<file path="config.mk">
export PLATFORM = sky130hd
export DESIGN_NAME = snail_seq_detector_param
export DESIGN_NICKNAME = d
export VERILOG_FILES = /design/src/rtl/snail_pkg.sv /design/src/rtl/snail_sat_counter.sv /design/src/rtl/snail_seq_detector_param.sv
export SDC_FILE = /design/constraint.sdc
export NUM_CORES = 1
export LEC_CHECK = 0
export BUFFER_PORTS_ARGS = -buffer_cell sky130_fd_sc_hd__buf_4
export CAP_MARGIN = 10
export CORE_MARGIN = 2
export CORE_UTILIZATION = 45
export CTS_BUF_LIST = sky130_fd_sc_hd__clkbuf_4 sky130_fd_sc_hd__clkbuf_8 sky130_fd_sc_hd__clkbuf_16
export DETAILED_ROUTE_END_ITERATION = 12
export GPL_ROUTABILITY_DRIVEN = 0
export PLACE_DENSITY = 0.68
export SYNTH_ARGS = -nofsm -noshare
export SYNTH_HDL_FRONTEND = slang
export SYNTH_HIERARCHICAL = 1
export SYNTH_SLANG_ARGS = --single-unit
</file>
<file path="constraint.sdc">
create_clock -name clk -period 3.56 [get_ports clk]
set_input_delay 0.712 -clock clk [delete_from_list [all_inputs] [get_ports clk]]
set_output_delay 0.712 -clock clk [all_outputs]
set_load 0.05 [all_outputs]
</file>
<file path="src/rtl/snail_pkg.sv">
// Shared constants and helpers for the parametrised snail sequence detector.
package snail_pkg;

  localparam bit SNAIL_OVERLAP    = 1'b1;
  localparam bit SNAIL_NONOVERLAP = 1'b0;
  localparam bit SNAIL_MEALY      = 1'b1;
  localparam bit SNAIL_MOORE      = 1'b0;

  localparam logic [3:0] SNAIL_PAT_DEFAULT = 4'b1011;

  // Width of the fill counter: must represent 0..pat_w inclusive.
  function automatic int unsigned snail_fw(input int unsigned pat_w);
    return $clog2(pat_w + 1);
  endfunction

  // ASCII state label "S<k>" for waveform viewing.
  function automatic logic [63:0] snail_state_name(input int unsigned k);
    logic [63:0] s;
    s = '0;
    if (k >= 10) begin
      s = {40'd0, 8'h53, 8'(8'h30 + k / 10), 8'(8'h30 + k % 10)};
    end else begin
      s = {48'd0, 8'h53, 8'(8'h30 + k)};
    end
    return s;
  endfunction

endpackage

</file>
<file path="src/rtl/snail_sat_counter.sv">
// Saturating up-counter with synchronous clear; clear wins over increment.
module snail_sat_counter #(
  parameter int unsigned W = 8
) (
  input  logic         clk,
  input  logic         _rst,
  input  logic         inc,
  input  logic         clr,
  output logic [W-1:0] cnt
);

  always_ff @(posedge clk or posedge _rst) begin
    if (_rst) begin
      cnt <= '0;
    end else if (clr) begin
      cnt <= '0;
    end else if (inc && (cnt != '1)) begin
      cnt <= cnt + W'(1);
    end
  end

endmodule

</file>
<file path="src/rtl/snail_seq_detector_param.sv">
// Serial pattern detector with run-time reloadable pattern, selectable
// overlap / output timing, and a saturating match counter.
module snail_seq_detector_param
  import snail_pkg::*;
#(
  parameter  int unsigned      PAT_W   = 4,
  parameter  logic [PAT_W-1:0] PATTERN = PAT_W'(SNAIL_PAT_DEFAULT),
  parameter  bit               OVERLAP = SNAIL_OVERLAP,
  parameter  bit               MEALY   = SNAIL_MEALY,
  parameter  int unsigned      CNT_W   = 8,
  localparam int unsigned      FW      = snail_fw(PAT_W)
) (
  input  logic             clk,
  input  logic             _rst,
  input  logic             en,
  input  logic             D,
  input  logic             pat_ld,
  input  logic [PAT_W-1:0] pat_in,
  input  logic             cnt_clr,
  output logic             Q,
  output logic [CNT_W-1:0] match_cnt,
  output logic [FW-1:0]    fill
);

  logic [PAT_W-1:0] r_pat;
  logic [PAT_W-1:0] r_hist;
  logic [FW-1:0]    r_fill;
  logic             r_q;
  logic [63:0]      txstate;

  logic             w_sample;
  logic [PAT_W-1:0] w_nhist;
  logic [FW-1:0]    w_nfill;
  logic             w_hit;
  logic [FW-1:0]    w_fill_step;
  logic             w_unused;

  assign w_sample    = en & ~pat_ld;
  assign w_nhist     = {r_hist[PAT_W-2:0], D};
  assign w_nfill     = (r_fill == FW'(PAT_W)) ? r_fill : r_fill + FW'(1);
  assign w_hit       = w_sample && (w_nfill == FW'(PAT_W)) && (w_nhist == r_pat);
  // Non-overlapping mode restarts collection from S0 after every match.
  assign w_fill_step = (w_hit && !OVERLAP) ? '0 : w_nfill;

  // fill is the FSM state (S0..S_PAT_W); pattern load resets collection.
  always_ff @(posedge clk or posedge _rst) begin
    if (_rst) begin
      r_pat   <= PATTERN;
      r_hist  <= '0;
      r_fill  <= '0;
      r_q     <= 1'b0;
      txstate <= snail_state_name(32'd0);
    end else if (pat_ld) begin
      r_pat   <= pat_in;
      r_hist  <= '0;
      r_fill  <= '0;
      r_q     <= 1'b0;
      txstate <= snail_state_name(32'd0);
    end else begin
      r_q <= w_hit;
      if (en) begin
        r_hist  <= w_nhist;
        r_fill  <= w_fill_step;
        txstate <= snail_state_name(32'(w_fill_step));
      end
    end
  end

  snail_sat_counter #(
    .W (CNT_W)
  ) u_match_cnt (
    .clk  (clk),
    ._rst (_rst),
    .inc  (w_hit),
    .clr  (cnt_clr),
    .cnt  (match_cnt)
  );

  assign Q        = MEALY ? (w_hit & ~_rst) : r_q;
  assign fill     = r_fill;
  assign w_unused = ^txstate;

endmodule

</file>
==> results of run 1 <==
## power by group through the flow
stage / combinational, W / clock (W) / sequential, W
after floorplan: 0.0000393 / 0 / 0.000234
after global placement: 0.0000644 / 0 / 0.000227
after detailed placement: 0.0000656 / 0 / 0.000227
after CTS: 0.0000659 / 0.000134 / 0.000223
after global routing: 0.0000711 / 0.000143 / 0.000225
final: 0.0000646 / 0.000129 / 0.000223
## metal layers
layer / routed length, µm / share of wire (%)
met2: 828 / 43
met1: 968 / 50
met5: 0 / 0
met3: 92 / 4.8
met4: 31 / 1.6
## placed cells by master (no fill, tap or decap)
cell	n
mux2_2	4
nor2_1	9
o21bai_1	1
mux2_4	4
a31o_1	1
o311a_1	1
nand3_1	3
nand4_1	2
nand2b_1	2
a211oi_2	1
inv_1	5
and3_1	1
nand4b_1	1
nor3_1	2
a21boi_2	1
nor4_1	1
nand2_1	4
nor4_2	1
or3b_1	1
and4_1	1
clkbuf_4	3
a21oi_1	4
xnor2_1	5
dfstp_2	3
buf_4	22
a21boi_0	1
ha_1	3
mux2i_1	5
nor2b_1	4
or2b_2	2
and2b_1	1
and4b_1	1
or2b_1	1
dfrtp_1	15
a21oi_2	2
clkbuf_8	1
o211a_1	1
## worst register-to-register path, stage by stage (launching register included)
cell,delay (ns)
dfrtp_1,0.46
inv_1,0.08
ha_1,0.23
or3b_1,0.38
a31o_1,0.24
nor4_1,0.30
buf_4,0.18
nand4_1,0.20
a211oi_2,0.27
mux2_4,0.32
## cell families (layout without fill, tap and decap cells)
| family | Yosys count | in the layout | share of synthesized area, % |
|---|---|---|---|
| compound gates | 13 | 13 | 9.95 |
| xor+xnor | 5 | 5 | 4.15 |
| fa+ha+maj | 3 | 3 | 3.55 |
| buf+inv | 9 | 31 | 4.62 |
| flops | 18 | 18 | 43.0 |
| mux | 13 | 13 | 14.7 |
| simple gates | 37 | 37 | 20.0 |
## layout make-up
cell class	count	area, µm²
Timing Repair Buffer	22	165
Sequential cell	18	454
Inverter	5	18.8
Multi-Input combinational cell	71	559
Clock buffer	4	36.3
Fill cell	208	943
Tap cell	28	35.0
## metrics by stage
step | worst slack, ns | utilization, % | hold WS [ns] | instances | power [W]
after global routing | 0.495 | 57.4 | 0.371 | 148 | 0.000439
after CTS | 0.604 | 57.4 | 0.369 | 148 | 0.000423
after global placement | 0.939 | 55.7 | 0.523 | 144 | 0.000291
final | 0.638 | 57.4 | 0.365 | 148 | 0.000417
after detailed placement | 0.834 | 55.7 | 0.529 | 144 | 0.000293
after floorplan | 0.271 | - | 0.502 | 98 | 0.000273
## registers in the layout, summed over array words and instances, names as in the netlist
register / cells
fill: 3
r_hist: 3
r_pat: 4
u_match_cnt/cnt: 8
## cells in the mapped netlist (3+ instances only)
cell	count
xnor2_1	5
dfrtp_1	15
nand3_1	3
nor2_1	9
mux2_4	4
ha_1	3
a21oi_1	4
mux2i_1	5
nor2b_1	4
nand2_1	4
mux2_2	4
dfstp_2	3
inv_1	5
## worst min-delay path by stage
stage                                                 to  slack (ns)            startpoint  cells after the start
after CTS                 u_match_cnt/cnt[0]$_DFFE_PP0P_        0.37                  _rst                      2
after floorplan                     r_pat[2]$_DFFE_PP0P_        0.50  r_pat[2]$_DFFE_PP0P_                      1
after detailed placement            r_pat[2]$_DFFE_PP0P_        0.53  r_pat[2]$_DFFE_PP0P_                      1
final                     u_match_cnt/cnt[5]$_DFFE_PP0P_        0.37                  _rst                      2
after global routing      u_match_cnt/cnt[0]$_DFFE_PP0P_        0.37                  _rst                      2
after global placement              r_pat[2]$_DFFE_PP0P_        0.52  r_pat[2]$_DFFE_PP0P_                      1
==> out/qor.txt, run 1 <==
Outcome: finished clean
R2r setup slk: 0.81 ns
Critical Path Max Stage Delay: 0.46 ns
Max_cap viols: 0
H-tree depth: 1
Netlist Area Pre-Place: 0.00106 mm²
Clk_lat worst skew: 0.29 ns
Largest net degree at the start of global routing: 12
Initial Util: 47.7%
Routed vias/inst: 5.28
Syn-to-layout area delta: 20.1%
Crit. Startpoint: fill[0]$_DFFE_PP0P_
CP delay by family, top: simple AND/OR/NAND/NOR gates
Reg power frac: 53.5%
Synthesized flop and latch total: 18
FF-to-FF End: u_match_cnt/cnt[5]$_DFFE_PP0P_
Synth top area share: 35.5%
Ys async rst share: 100%
Drt total wl: 1920 µm
Synth cell types: 35
Fin crit period: 2.92 ns
Fin. max-slew vios: 0
Crit path buf inv count: 2
Drt drc: 0
Initial antenna violation count: 0
Switch Pwr: 0.000109 W
Pint: 0.000308 W
CP arrival: 2.21 ns
Seq/Total Area, Yosys: 43.0%
Clock buffer depth: 2
Die area: 0.00275 mm²
Nature of the critical path endpoint: output pin
Count of cells resized by post-cts repair: 0
Router iterations before antenna repair: 4
Grt met2 use: 22.7%
Row cnt: 17
Initial DRC count: 12
Setup CP Type: reg -> out
Area post-placement: 0.00123 mm²
Switch share: 26.1%
Net Count, Synth: 111
Share of layout cells above drive strength 1: 36.7%
Setup total negative slack: 0 ns
First-pass GRT wire length: 3210 µm
CTS buffer count: 3
Tcrit/Tclk final: 82.1%
Pleak: 0.602 nW
Top_reg_cell synth: dfrtp_1
Post-cts hold buffer count: 0
Post-CTS setup buffers: 0
Boundary Pins: 22
Combinational Power Share: 15.5%
Diode count: 0
CP max stage cell: dfrtp_1
Clock transition at path regs: 0.11 ns
Clock root buffer: clkbuf_4
DP HPWL: 1440 µm
Crit path to: Q
Post-synth EDFFs: 0
Worst Path Max Fanout: 7
Worst rel slew slack: 73.7%
# port buffers: 21
WP data required: 2.85 ns
Worst slew pin tran: 0.395 ns
Worst Hold Class: in -> async
Final hold violations: 0
Routed via count: 782
Vias in the first global route: 726
Overflow left after global routing: 0
CTS tree: yes
Ys Warns: 6
Max Clock Freq: 342 MHz
P per Cell Area: 328 mW/mm²
Synth Instances: 98
Clock skew: 0.00275 ns
Vert. Die Dim: 52.4 µm
Largest cells by area after synthesis: dfrtp_1 36%, dfstp_2 7.5%, mux2_4 5.7%, mux2i_1 4.7%, mux2_2 4.3%
Peak supply drop: 174 µV
Die X: 52.4 µm
Final nets: 134
Number of nets with antenna violations after detailed routing: 0
Syn avg cell area: 10.8 µm²
Worst Setup Start Kind: register
R2R Path Start: fill[0]$_DFFE_PP0P_
RSZ-0062 raised after global routing: no
R2R depth: 9
GRT busiest layer: met1
Core area: 0.00221 mm²
Largest area contributor in the netlist: dfrtp_1
Met1 global-route usage: 23.0%
CP Depth: 6
Total global-route track usage: 16.1%
Wire length per cell: 13.0 µm
Clock sinks: 18
Power share of the clock group: 31.0%
Critical path cell sequence: inv_1 > ha_1 > or3b_1 > a31o_1 > nor4_2 > buf_4
Final setup vio count: 0
M3 GR Usage: 2.57%
Final instance area: 0.00127 mm²
No activity file was read; power rests on OpenSTA's default activity.
==> inputs of run 2 (changes only) <==
- ABC_AREA: unset -> 1
- clock period: 3.56 -> 2.7 ns (I/O delays scaled with it)
==> out/qor.txt, run 2 <==
Top_reg_cell synth: dfrtp_1
Post-CTS setup buffers: 0 (unchanged)
Setup total negative slack: 0 ns (unchanged)
Largest cells by area after synthesis: dfrtp_1 35%, nand2_1 15%, inv_1 8.4%, dfstp_2 7.4%, nand3_1 3.7%
Largest area contributor in the netlist: dfrtp_1
Vias in the first global route: 892 (+23%)
# port buffers: 21 (unchanged)
Top reg by flops: u_match_cnt/cnt
Clock buffer depth: 2 (unchanged)
Pleak: 0.683 nW (+13%)
Die area: 0.00278 mm² (+1.1%)
Clk_lat worst skew: 0.30 ns (about the same)
CP arrival: 1.71 ns (-0.50 ns)
Setup CP Type: reg -> out
Final hold slack: 0.192 ns (-0.174 ns)
Fillers: 217 (+4.3%)
Clock skew: 0.0142 ns (+0.0115 ns)
DP HPWL: 1550 µm (+7.9%)
Post-cts hold buffer count: 0 (unchanged)
Share of layout cells above drive strength 1: 25.8% (-11 points)
Fin crit period: 2.25 ns
Number of nets with antenna violations after detailed routing: 0 (unchanged)
Overflow left after global routing: 0 (unchanged)
Ys Warns: 6 (unchanged)
Syn-to-layout area delta: 19.8%
Area post-placement: 0.00125 mm² (+1.4%)
Diode count: 0 (unchanged)
Netlist Area Pre-Place: 0.00107 mm² (+1.2%)
Most common cell after layout, fill and taps aside: nand2_1
Routed vias/inst: 4.76 (-9.9%)
Drt total wl: 2020 µm (+4.9%)
Max Clock Freq: 445 MHz
Final setup vio count: 0 (unchanged)
Max_cap viols: 0 (unchanged)
Syn avg cell area: 7.69 µm² (-29%)
Clock root buffer: clkbuf_4
Vert. Die Dim: 52.7 µm (+0.55%)
Outcome: finished clean
Biggest regs: u_match_cnt/cnt: 8 flops, r_pat: 4 flops
Initial Util: 47.8% (+0.11 points)
Post-synth EDFFs: 0 (unchanged)
Initial antenna violation count: 0 (unchanged)
Clock transition at path regs: 0.11 ns (about the same)
Worst Hold Class: in -> async
Die X: 52.7 µm (+0.55%)
Count of cells resized by post-cts repair: 0 (unchanged)
Synth cell types: 24 (-31%)
Seq/Total Area, Yosys: 42.5% (-0.50 points)
P per Cell Area: 402 mW/mm² (+22%)
Total global-route track usage: 17.5% (+1.4 points)
Synthesized flop and latch total: 18 (unchanged)
Ys async rst share: 100% (unchanged)
CTS tree: yes
Worst slew pin tran: 0.389 ns (-0.00561 ns)
Final nets: 177 (+32%)
WP data required: 2.16 ns (-0.69 ns)
Most frequent cell after synthesis: nand2_1
Nature of the critical path endpoint: output pin
Final hold violations: 0 (unchanged)
Most frequent cells in the layout: 44 x nand2_1, 24 x inv_1, 21 x buf_4, 15 x dfrtp_1
RSZ-0062 raised after global routing: no
Tcrit/Tclk final: 83.2%
Worst Path Max Fanout: 4 (-3)
Net Count, Synth: 152 (+37%)
CTS buffer count: 3 (unchanged)
Largest net degree at the start of global routing: 11 (-1)
Worst Setup Start Kind: register
Core area: 0.00223 mm² (+0.96%)
Initial DRC count: 22 (+10)
Worst rel slew slack: 74.0% (+0.31 points)
Commonest cells post-synth: 44 x nand2_1, 24 x inv_1, 15 x dfrtp_1
Synth top area share: 35.1% (-0.42 points)
Final instance area: 0.00128 mm² (+0.89%)
First-pass GRT wire length: 3440 µm (+7.3%)
Router iterations before antenna repair: 4 (unchanged)
Row cnt: 17 (unchanged)
Fin. max-slew vios: 0 (unchanged)
Peak supply drop: 271 µV (+56%)
Routed via count: 909 (+16%)
H-tree depth: 1 (unchanged)
Wire length per cell: 10.6 µm (-19%)
Clock sinks: 18 (unchanged)
Boundary Pins: 22 (unchanged)
Drt drc: 0 (unchanged)
Synth Instances: 139 (+42%)
Multi-input gate area: 500 µm² (-11%)
FF/Latch Area: 454 µm² (unchanged)
Largest register FFs: 8 (unchanged)
run 2: critical path: stages (launching register included):
cell     delay (ns)
dfrtp_1        0.39
inv_1          0.08
ha_1           0.31
a21oi_1        0.12
nand2_1        0.08
nor2_2         0.09
nand3_2        0.08
nor2_2         0.08
buf_4          0.19
run 2: metrics by stage:
stage                     worst slack [ns]  cells  util [%]  total power (W)
after floorplan                      0.316    139         -         0.000344
after global routing                 0.277    191      57.3         0.000548
after CTS                            0.426    191      57.3         0.000522
final                                0.455    191      57.3         0.000515
after global placement               0.793    187      56.0         0.000367
after detailed placement             0.758    187      56.0         0.000369
run 2: area by class of cell:
type                            count  share of cell area (%)
Clock buffer                        4                    2.35
Inverter                           26                    8.02
Timing Repair Buffer               21                    12.3
Tap cell                           28                    2.74
Multi-Input combinational cell     94                    39.1
Sequential cell                    18                    35.5
run 2: power by group:
part / internal [W] / switching [W] / leakage (nW)
clock network: 0.0000675 / 0.0000842 / 0.0184
logic: 0.0000270 / 0.0000481 / 0.427
registers: 0.000282 / 0.00000577 / 0.237
run 2: cells by family after synthesis:
kind of cell    count (synthesis)  synth area share [%]
fa+ha+maj                       3                  3.51
flops                          18                  42.5
compound gates                 16                  8.20
simple gates                   71                  31.9
xor+xnor                        4                  3.28
buf+inv                        27                  10.7
run 2: per-layer routing:
| metal | GRT usage [%] | vias to the layer above | share of wire, % |
|---|---|---|---|
| li1 | - | 476 | - |
| met1 | 21.4 | 404 | 49 |
| met2 | 28.7 | 25 | 45 |
| met3 | 3.43 | 4 | 5.0 |
| met4 | 9.40 | 0 | 1.6 |
| met5 | 0 | - | 0 |
run 2: final timing paths:
check	slack, ns	from	to	depth (start not counted)
setup / recovery	0.45	fill[0]$_DFFE_PP0P_	Q	8
hold / removal	0.19	_rst	u_match_cnt/cnt[6]$_DFFE_PP0P_	2
setup reg to reg	0.83	fill[0]$_DFFE_PP0P_	u_match_cnt/cnt[5]$_DFFE_PP0P_	11
hold reg to reg	0.50	r_pat[0]$_DFFE_PP1P_	r_pat[0]$_DFFE_PP1P_	2
max in group asynchronous	2.15	_rst	r_pat[0]$_DFFE_PP1P_	2
min in group clk	0.45	pat_in[1]	r_pat[1]$_DFFE_PP1P_	3
